[config.mk]
export PLATFORM = sky130hd
export DESIGN_NAME = serdes_decoder
export DESIGN_NICKNAME = d
export VERILOG_FILES = /design/src/rtl/serdes_pkg.sv /design/src/rtl/serdes_10b8b_lut.sv /design/src/rtl/serdes_decoder.sv
export SDC_FILE = /design/constraint.sdc
export NUM_CORES = 1
export LEC_CHECK = 0
export ABC_AREA = 1
export CELL_PAD_IN_SITES_DETAIL_PLACEMENT = 1
export CELL_PAD_IN_SITES_GLOBAL_PLACEMENT = 1
export CORE_ASPECT_RATIO = 0.7
export CORE_MARGIN = 2
export CORE_UTILIZATION = 43
export CTS_CLUSTER_DIAMETER = 120
export DETAILED_ROUTE_END_ITERATION = 16
export MAX_ROUTING_LAYER = met4
export PLACE_DENSITY = 0.84
export SETUP_SLACK_MARGIN = 0.5
export SLEW_MARGIN = 20
export SYNTH_ARGS = -nofsm -noshare
export SYNTH_HDL_FRONTEND = slang
export SYNTH_SLANG_ARGS = --single-unit
[constraint.sdc]
create_clock -name i_Clk -period 4.8 [get_ports i_Clk]
set_input_delay 1.2 -clock i_Clk [delete_from_list [all_inputs] [get_ports i_Clk]]
set_output_delay 1.2 -clock i_Clk [all_outputs]
set_load 0.05 [all_outputs]
[src/rtl/serdes_pkg.sv]
// Shared types and constants for the 8b/10b serial decoder: FSM states,
// comma patterns, K-code values and the sub-block disparity helpers.
package serdes_pkg;

  typedef enum logic {HUNT, LOCKED} state_t;

  typedef enum logic [2:0] {
    DC_NEUTRAL,
    DC_POS,
    DC_NEG,
    DC_SET_POS,
    DC_SET_NEG
  } disp_class_t;

  localparam logic [6:0] COMMA_NEG = 7'b0011111;
  localparam logic [6:0] COMMA_POS = 7'b1100000;

  localparam logic [7:0] K28_0 = 8'h1C;
  localparam logic [7:0] K28_1 = 8'h3C;
  localparam logic [7:0] K28_5 = 8'hBC;
  localparam logic [7:0] K28_7 = 8'hFC;
  localparam logic [7:0] K23_7 = 8'hF7;
  localparam logic [7:0] K27_7 = 8'hFB;
  localparam logic [7:0] K29_7 = 8'hFD;
  localparam logic [7:0] K30_7 = 8'hFE;

  localparam int LOSS_THRESH_DEFAULT = 4;

  // Balanced 000111/0011 force RD+ and 111000/1100 force RD-; 4b blocks arrive zero-extended.
  function automatic disp_class_t classify(input logic [5:0] sub, input logic wide);
    int ones;
    int half;
    disp_class_t c;
    ones = $countones(sub);
    half = wide ? 3 : 2;
    if (ones > half)
      c = DC_POS;
    else if (ones < half)
      c = DC_NEG;
    else if (wide ? (sub == 6'b000111) : (sub[3:0] == 4'b0011))
      c = DC_SET_POS;
    else if (wide ? (sub == 6'b111000) : (sub[3:0] == 4'b1100))
      c = DC_SET_NEG;
    else
      c = DC_NEUTRAL;
    return c;
  endfunction

  function automatic logic rd_after(input disp_class_t c, input logic rd_in);
    logic r;
    case (c)
      DC_POS, DC_SET_POS: r = 1'b1;
      DC_NEG, DC_SET_NEG: r = 1'b0;
      default:            r = rd_in;
    endcase
    return r;
  endfunction

  function automatic logic disp_violation(input disp_class_t c, input logic rd_in);
    return ((c == DC_POS) && rd_in) || ((c == DC_NEG) && !rd_in);
  endfunction

endpackage

[src/rtl/serdes_10b8b_lut.sv]
// Combinational 10b-to-8b lookup: decoded byte, K flag, table hit and the
// disparity class of each sub-block. Input bit 9 is 'a', bit 0 is 'j'.
module serdes_10b8b_lut
  import serdes_pkg::*;
(
  input  logic [9:0]  code,
  output logic [7:0]  data,
  output logic        k,
  output logic        found,
  output disp_class_t disp6,
  output disp_class_t disp4
);

  logic [5:0] six;
  logic [3:0] four;
  logic [3:0] four_k;
  logic [4:0] x;
  logic [2:0] y;
  logic       x_ok;
  logic       y_ok;
  logic       k_sym;
  logic       is_k28;
  logic       k7_six;

  assign six    = code[9:4];
  assign four   = code[3:0];
  assign is_k28 = (six == 6'b001111) || (six == 6'b110000);
  assign k7_six = (six == 6'b111010) || (six == 6'b000101) || (six == 6'b110110) ||
                  (six == 6'b001001) || (six == 6'b101110) || (six == 6'b010001) ||
                  (six == 6'b011110) || (six == 6'b100001);
  // K28 RD+ uses the bitwise complement of the RD- 4b codes
  assign four_k = (six == 6'b110000) ? ~four : four;

  assign disp6 = classify(six, 1'b1);
  assign disp4 = classify({2'b00, four}, 1'b0);

  always_comb begin
    x     = '0;
    y     = '0;
    x_ok  = 1'b1;
    y_ok  = 1'b1;
    k_sym = 1'b0;

    case (six)
      6'b100111, 6'b011000: x = 5'd0;
      6'b011101, 6'b100010: x = 5'd1;
      6'b101101, 6'b010010: x = 5'd2;
      6'b110001:            x = 5'd3;
      6'b110101, 6'b001010: x = 5'd4;
      6'b101001:            x = 5'd5;
      6'b011001:            x = 5'd6;
      6'b111000, 6'b000111: x = 5'd7;
      6'b111001, 6'b000110: x = 5'd8;
      6'b100101:            x = 5'd9;
      6'b010101:            x = 5'd10;
      6'b110100:            x = 5'd11;
      6'b001101:            x = 5'd12;
      6'b101100:            x = 5'd13;
      6'b011100:            x = 5'd14;
      6'b010111, 6'b101000: x = 5'd15;
      6'b011011, 6'b100100: x = 5'd16;
      6'b100011:            x = 5'd17;
      6'b010011:            x = 5'd18;
      6'b110010:            x = 5'd19;
      6'b001011:            x = 5'd20;
      6'b101010:            x = 5'd21;
      6'b011010:            x = 5'd22;
      6'b111010, 6'b000101: x = 5'd23;
      6'b110011, 6'b001100: x = 5'd24;
      6'b100110:            x = 5'd25;
      6'b010110:            x = 5'd26;
      6'b110110, 6'b001001: x = 5'd27;
      6'b001110, 6'b001111, 6'b110000: x = 5'd28;
      6'b101110, 6'b010001: x = 5'd29;
      6'b011110, 6'b100001: x = 5'd30;
      6'b101011, 6'b010100: x = 5'd31;
      default:              x_ok = 1'b0;
    endcase

    if (is_k28) begin
      k_sym = 1'b1;
      case (four_k)
        4'b0100: y = 3'd0;
        4'b1001: y = 3'd1;
        4'b0101: y = 3'd2;
        4'b0011: y = 3'd3;
        4'b0010: y = 3'd4;
        4'b1010: y = 3'd5;
        4'b0110: y = 3'd6;
        4'b1000: y = 3'd7;
        default: y_ok = 1'b0;
      endcase
    end else begin
      case (four)
        4'b1011, 4'b0100: y = 3'd0;
        4'b1001:          y = 3'd1;
        4'b0101:          y = 3'd2;
        4'b1100, 4'b0011: y = 3'd3;
        4'b1101, 4'b0010: y = 3'd4;
        4'b1010:          y = 3'd5;
        4'b0110:          y = 3'd6;
        4'b1110, 4'b0001: y = 3'd7;
        4'b0111: begin
          y = 3'd7;
          if (x == 5'd17 || x == 5'd18 || x == 5'd20) k_sym = 1'b0;
          else if (k7_six)                             k_sym = 1'b1;
          else                                         y_ok  = 1'b0;
        end
        4'b1000: begin
          y = 3'd7;
          if (x == 5'd11 || x == 5'd13 || x == 5'd14) k_sym = 1'b0;
          else if (k7_six)                             k_sym = 1'b1;
          else                                         y_ok  = 1'b0;
        end
        default: y_ok = 1'b0;
      endcase
    end

    found = x_ok && y_ok;
    data  = found ? {y, x} : 8'h00;
    k     = found && k_sym;
  end

endmodule

[src/rtl/serdes_decoder.sv]
// Serial 8b/10b receiver: hunts for a comma to align symbols, then decodes
// every tenth valid bit, tracking running disparity and loss of lock.
module serdes_decoder
  import serdes_pkg::*;
#(
  parameter int LOSS_THRESH = LOSS_THRESH_DEFAULT
) (
  input  logic       i_Clk,
  input  logic       i_Rst_L,
  input  logic       i_Ser_Bit,
  input  logic       i_Bit_Valid,
  output logic [7:0] o_Data,
  output logic       o_K,
  output logic       o_Valid,
  output logic       o_Code_Err,
  output logic       o_Disp_Err,
  output logic       o_Locked,
  output logic       o_RD
);

  localparam logic [4:0] THRESH = LOSS_THRESH[4:0];

  state_t      state, state_next;
  logic [9:0]  shift, shift_next;
  logic [3:0]  bit_cnt, bit_cnt_next, cnt_inc;
  logic [4:0]  err_cnt, err_next;
  logic        rd, rd_next, rd_in, rd_mid, rd_out;
  logic        sym_done, lost, disp_err;
  logic [7:0]  lut_data;
  logic        lut_k, lut_found;
  disp_class_t disp6, disp4;

  serdes_10b8b_lut u_lut (
    .code  (shift_next),
    .data  (lut_data),
    .k     (lut_k),
    .found (lut_found),
    .disp6 (disp6),
    .disp4 (disp4)
  );

  // On the locking comma the RD entering the symbol comes from the comma's own form
  assign rd_in    = (state == HUNT) ? (shift_next[9:3] == COMMA_POS) : rd;
  assign rd_mid   = rd_after(disp6, rd_in);
  assign rd_out   = rd_after(disp4, rd_mid);
  assign disp_err = disp_violation(disp6, rd_in) || disp_violation(disp4, rd_mid);
  assign lost     = (state == LOCKED) && (err_cnt >= THRESH);
  assign cnt_inc  = (bit_cnt == 4'd9) ? 4'd0 : bit_cnt + 4'd1;

  always_comb begin
    shift_next   = i_Bit_Valid ? {shift[8:0], i_Ser_Bit} : shift;
    state_next   = state;
    bit_cnt_next = bit_cnt;
    err_next     = err_cnt;
    rd_next      = rd;
    sym_done     = 1'b0;

    unique case (state)
      HUNT: begin
        if (i_Bit_Valid && ((shift_next[9:3] == COMMA_NEG) || (shift_next[9:3] == COMMA_POS))) begin
          sym_done     = 1'b1;
          state_next   = LOCKED;
          bit_cnt_next = 4'd9;
        end
      end
      LOCKED: begin
        if (lost) begin
          state_next   = HUNT;
          bit_cnt_next = 4'd0;
          err_next     = 5'd0;
        end else if (i_Bit_Valid) begin
          bit_cnt_next = cnt_inc;
          sym_done     = (cnt_inc == 4'd9);
        end
      end
      default: state_next = HUNT;
    endcase

    if (sym_done) begin
      rd_next  = rd_out;
      err_next = lut_found ? 5'd0 : ((err_cnt == 5'd31) ? err_cnt : err_cnt + 5'd1);
    end
  end

  always_ff @(posedge i_Clk) begin
    if (!i_Rst_L) begin
      state      <= HUNT;
      shift      <= '0;
      bit_cnt    <= '0;
      err_cnt    <= '0;
      rd         <= 1'b0;
      o_Valid    <= 1'b0;
      o_Data     <= '0;
      o_K        <= 1'b0;
      o_Code_Err <= 1'b0;
      o_Disp_Err <= 1'b0;
    end else begin
      state      <= state_next;
      shift      <= shift_next;
      bit_cnt    <= bit_cnt_next;
      err_cnt    <= err_next;
      rd         <= rd_next;
      o_Valid    <= sym_done;
      o_Data     <= (sym_done && lut_found) ? lut_data : 8'h00;
      o_K        <= sym_done && lut_found && lut_k;
      o_Code_Err <= sym_done && !lut_found;
      o_Disp_Err <= sym_done && lut_found && disp_err;
    end
  end

  assign o_Locked = (state == LOCKED);
  assign o_RD     = rd;

endmodule

* Word-level counts from Yosys, hierarchy flattened *
Index checks and enable logic that the tools add are counted.

cells by class
  $add $sub $neg = 10
  $lt $le $gt $ge = 5
  equal/unequal tests = 92
  mux-type cells = 44
  bitwise gates (word level) = 2
  reduce and logical (&&, ||, !) cells = 60

operator list
  kind                                                                              count
  5-bit case mux with 31 select lines                                               1
  6-bit equality test, second input constant                                        24
  32-bit adder                                                                      3
  6-bit by 5-bit equality test with 1-bit output, second input constant             14
  32-bit by 3-bit greater-than comparator with 1-bit output, second input constant  2
  32-bit by 3-bit less-than comparator with 1-bit output, second input constant     2
  4-bit equality test, second input constant                                        12
  48-bit OR reduction                                                               1
  6-bit by 4-bit equality test with 1-bit output, second input constant             7
  3-bit case mux with 7 select lines                                                2
  2-bit OR reduction                                                                19
  4-bit by 3-bit equality test with 1-bit output, second input constant             7
  3-bit 2-to-1 mux                                                                  9
  5-bit 2-to-1 mux                                                                  5
  5-bit equality test, second input constant                                        4
  4-bit 2-to-1 mux                                                                  5
  6-bit by 3-bit equality test with 1-bit output, second input constant             3
  4-bit by 2-bit equality test with 1-bit output, second input constant             4
  1-bit logical OR                                                                  16
  5-bit by 4-bit equality test with 1-bit output, second input constant             3
  1-bit 2-to-1 mux                                                                  14
  3-bit by 2-bit equality test with 1-bit output, second input constant             4
  1-bit logical AND                                                                 12
  12-bit OR reduction                                                               1
  other kinds (25)                                                                  39

word-level totals
  register bits = 33
  input bits = 4
  output and inout bits = 14
  logic and storage cells = 223

* Depth between registers and ports, before layout *
  depth in word-level cells = 16
  gate-level depth with buffers = 25
  gate-level depth less buffers = 23

* Cells and area by module *
From an unflattened synthesis, not the netlist that was laid out.

unflattened totals
  cell total of the unflattened synthesis = 584
  area total of the unflattened synthesis = 3559.7 µm²

modules (own cells, without submodules)
  module            instances  cells each  area an instance (µm²)  sequential area each (µm²)
  serdes_decoder    1          252         1794.2                  660.6
  serdes_10b8b_lut  1          332         1765.4                  0.0

* Worst setup path before layout *
OpenSTA, ideal clock, no wires.

  path kind = input to register
  from = in i_Bit_Valid
  to = reg o_Disp_Err
  library setup time = 124 ps
  data arrival time = 3806 ps
  data required time = 4676 ps
  slack = 870 ps
  cell stages on the path = 17
  path buffers = 2
  cell sequence = buf_6 -> buf_6 -> o21ai_0 -> inv_1 -> ha_1 -> fa_1 -> ha_1 -> inv_1 -> ha_1 -> nand2_1 -> nor2_1 -> nor2_1 -> nand2_1 -> o21ai_0 -> o22ai_1 -> nand3b_1 -> a31oi_1

on the way
  cells in the longest elaborated chain, start to end = 16
  elaborated cells on any way between the ends = 166
  classes of those cells = 8 x add/sub; 4 x order compare; 84 x eq/ne; 24 x mux; 1 x bitwise; 45 x reduce/logical

ends and longest elaborated chain
  what                                                   RTL line               source
  start: declaration                                     serdes_decoder.sv:11   input logic i_Bit_Valid,
  10-bit 2-to-1 mux *                                    serdes_decoder.sv:51   shift_next = i_Bit_Valid ? {shift[8:0], i_Ser_Bit} : shift;
  net shift_next[5]                                      serdes_decoder.sv:24   logic [9:0] shift, shift_next;
  branches (longest 14 deep; another with 32-bit adder)  --
  1-bit logical AND *                                    serdes_decoder.sv:107  o_Disp_Err <= sym_done && lut_found && disp_err;
  end signal: assignment                                 serdes_decoder.sv:107
  end: declaration                                       serdes_decoder.sv:16   output logic o_Disp_Err,

Mark *: on every way through the listed nets, which the timed path passes.
A chain may end at the register's enable or synchronous reset.

* Final worst setup path *
Same ends and word-level chain as after synthesis.

==> impl_results.md <==
- Slew Limit Fails: 0
- Clock power frac: 32.0%
- DR iter-0 viols: 261
- P_int: 557 uW
- Post-Route Utilization: 51.3%
- Final hold vios: 0
- Placer Congestion: 0.920
- Die W: 106 um
- Hold Startpoint: o_RD
- Worst R2R Start: shift[6]
- First-pass GRT wire length: 15400 um
- Post-synth EDFFs: 0
- Worst R2R Setup Slack: 1.59 ns
- Top_reg_cell synth: dfxtp_1
- Synth top area share: 21.0%
- Cell taking the most area after synthesis: dfxtp_1
- Max transition margin: 66.2%
- Critical path buffers and inverters: 4
- Largest family of logic cells by synthesized area: simple AND/OR/NAND/NOR gates
- Cells after synthesis: 485
- CTS Hold Bufs: 0
- Synth Area in Adders: 13.0%
- CTS Buffer Depth: 2
- Drt first pass iters: 5
- Post-synthesis net count: 520
- N_diodes: 0
- Worst-path clk slew: 0.07 ns
- Type of the worst min-delay path: flip-flop to flip-flop
- Layout area overhead: 17.2%
- WHS Endpoint: o_RD
- Drt wl/cell: 17.1 um
- Compound-gate portion of the synthesized area: 9.26%
- Sequential share of power: 32.5%
- Register area share after synthesis: 21.0%
- Final min period: 4.05 ns
- Crit. End Element: flip-flop
- Reg2reg path depth: 16
- Pin count of the biggest net entering global routing: 16
- Die area: 0.00803 mm2
- Vias per std cell: 5.55
- Mux share of post-synthesis cell area: 0%
- Initial antenna violation count: 0
- Remaining Overflow, GRT: 0
- Fraction of layout cells with a size suffix above 1: 16.5%
- DR vias: 3339
- Clock skew: 0.00647 ns
- Synth warnings: 0
- Num CTS Buffers: 5
- R2R Path End: o_Disp_Err
- Max stage delay cell, worst path: fa_1
- Status: completed
- Peak Freq: 247 MHz
- Final Routed Wirelength: 10300 um
- Post-synthesis simple-gate area fraction: 42.5%
- Ratio of final minimum period to clock period: 84.4%
- Async SR Flop Fraction: 0%
- Peak supply drop: 0.000123 V
- Initial core utilization: 43.8%
- Core area: 0.00719 mm2
- Hold depth: 2
- CP Data Arrival Time: 4.28 ns
- CTS tree: done
- Flops & latches, synth: 33
- RSZ-0062 raised after global routing: false
- Leakage power: 0.00182 uW
- H-Tree Level Count: 2
- Root Driver: clkbuf_8
- Yosys cell types: 44
- Final setup vio count: 0
- Most common cell after layout, fill and taps aside: nand2_1
- Number of port buffers: 17
- Max-Cap Viols: 0
- Mapped cell area: 0.00315 mm2
- Commonest non-fill, non-tap cells in the layout: 93 x nand2_1, 80 x nand3_1, 61 x nor2_1, 53 x inv_1, 33 x dfxtp_1
- PwrDens: 239 mW/mm2
- Site row count: 26
- Max FO, Critical Path: 11
- Crit Path Class: input pin to flip-flop
- Final hold slack: 0.516 ns
- Clk Latency, worst-skew pair: 0.30 ns
- Total GRT Usage: 25.2%
- Overall power: 881 uW
- Critical path cell sequence: dlymetal6s2s_1, inv_4, or2_1, o21ai_2, inv_2, ha_4, fa_1, ha_1, inv_1, ha_1, nand2_1, nor2_2, nor2_1, nand2_1, o21ai_0, o22ai_2, nand3b_1, a31oi_1
- CP Data Required Time: 5.03 ns
- Vias in the first global route: 3120
- Critical Path Start Type: input pin
- Net Switching: 324 uW
- Avg Cell Area, Syn: 6.49 um2
- Critical path's top delay family: adder cells
- Worst-margin pin slew: 0.505 ns
- Sw frac: 36.7%
- Worst path max stage delay: 0.56 ns
- Clk sink count: 33
- Xor/xnor cell area share of the yosys netlist: 2.78%
- Share of total power in combinational logic: 35.5%
- Post-detailed-route count of antenna-violating nets: 0
- Final nets: 538
- Residual DRC: 0
- DP Wirelength: 7390 um
- Area contributors post-synth: dfxtp_1 21%, nand3_1 13%, ha_1 11%
- DIE HEIGHT: 75.6 um
- Ports: 18
- Final setup TNS: 0 ns
-- synth_stat cells (2+ instances only) --
| cell | count |
|---|---|
| nor4_1 | 3 |
| or2_1 | 3 |
| nor3_2 | 2 |
| buf_2 | 9 |
| nand3_2 | 2 |
| buf_4 | 3 |
| fa_1 | 3 |
| o21ai_2 | 2 |
| nand2_1 | 93 |
| inv_2 | 9 |
| nor2_2 | 7 |
| nand3_4 | 3 |
| o22ai_1 | 2 |
| nand3b_1 | 3 |
| ha_1 | 28 |
| a31oi_1 | 3 |
| inv_1 | 57 |
| nand2_2 | 6 |
| buf_6 | 3 |
| nand3_1 | 80 |
| nor2_1 | 66 |
| xor2_1 | 5 |
| nand4_1 | 9 |
| a21oi_1 | 15 |
| o21ai_1 | 9 |
| dfxtp_1 | 33 |
| nor3_1 | 3 |
| o21ai_0 | 8 |
-- kinds of logic (layout without fill, tap and decap cells) --
logic type	Yosys count	after routing
flops	33	33
simple gates	284	284
fa+ha+maj	31	31
buf+inv	83	102
compound gates	47	47
xor+xnor	7	7
-- power groups by stage --
stage / Clock [uW] / Sequential, uW / Combinational [uW]
floorplan: 0 / 292 / 204
global placement: 0 / 291 / 252
detailed placement: 0 / 291 / 265
CTS: 283 / 285 / 269
global route: 298 / 286 / 344
finish: 282 / 286 / 313
-- metal layers --
layer  track usage [%]  vias to the layer above  part of all wire [%]
met5                 -                        -                     0
met4              4.53                        0                   1.7
met3              3.68                       18                   4.5
met2              41.6                       86                    47
met1              33.5                     1627                    47
li1                  -                     1608                     -
-- flip-flops by register name, summed over array words and instances (netlist names) --
| signal | flops |
|---|---|
| o_Data | 8 |
| o_Code_Err | 1 |
| bit_cnt | 4 |
| shift | 10 |
| o_Disp_Err | 1 |
| err_cnt | 5 |
| o_RD | 1 |
| o_K | 1 |
| o_Valid | 1 |
| o_Locked | 1 |
-- area by class of cell --
class | count | area, um2
clock buffer | 7 | 86.3
clock inverter | 1 | 30.0
fill | 950 | 3500
inverter | 67 | 254
multi-input combinational | 369 | 2290
sequential | 33 | 661
tap | 98 | 123
timing repair buffer | 27 | 249
-- worst min-delay path, cell delays in order (launching register included) --
cell and delay [ns]:
dfxtp_1 0.34, nand3_1 0.08, o21ai_1 0.05
-- per-stage QoR --
stage,instance area (um2),cells,worst slack [ns]
after global placement,3370,589,0.114
after detailed placement,3370,589,0.0273
after CTS,3510,597,0.486
after global routing,3690,602,0.569
final,3690,602,0.751
after floorplan,3150,485,0.870
-- how the worst max path moves through the flow --
stage                     cells after the start   startpoint         end  slack [ns]
after floorplan                              17  i_Bit_Valid  o_Disp_Err        0.87
after global placement                       17  i_Bit_Valid  o_Disp_Err        0.11
after detailed placement                     17  i_Bit_Valid  o_Disp_Err        0.03
after CTS                                    18  i_Bit_Valid  o_Disp_Err        0.49
after global routing                         17  i_Bit_Valid  o_Disp_Err        0.57
final                                        18  i_Bit_Valid  o_Disp_Err        0.75
-- what timing repair did --
| item | in CTS | in global routing |
|---|---|---|
| resized for setup | 8 | 31 |
| buffers inserted | 0 | 4 |
| pin swaps | 1 | 0 |
| cloned | 0 | 1 |
| endpoints found under the setup margin | 15 | 16 |
(Power assumes the default switching activity.)
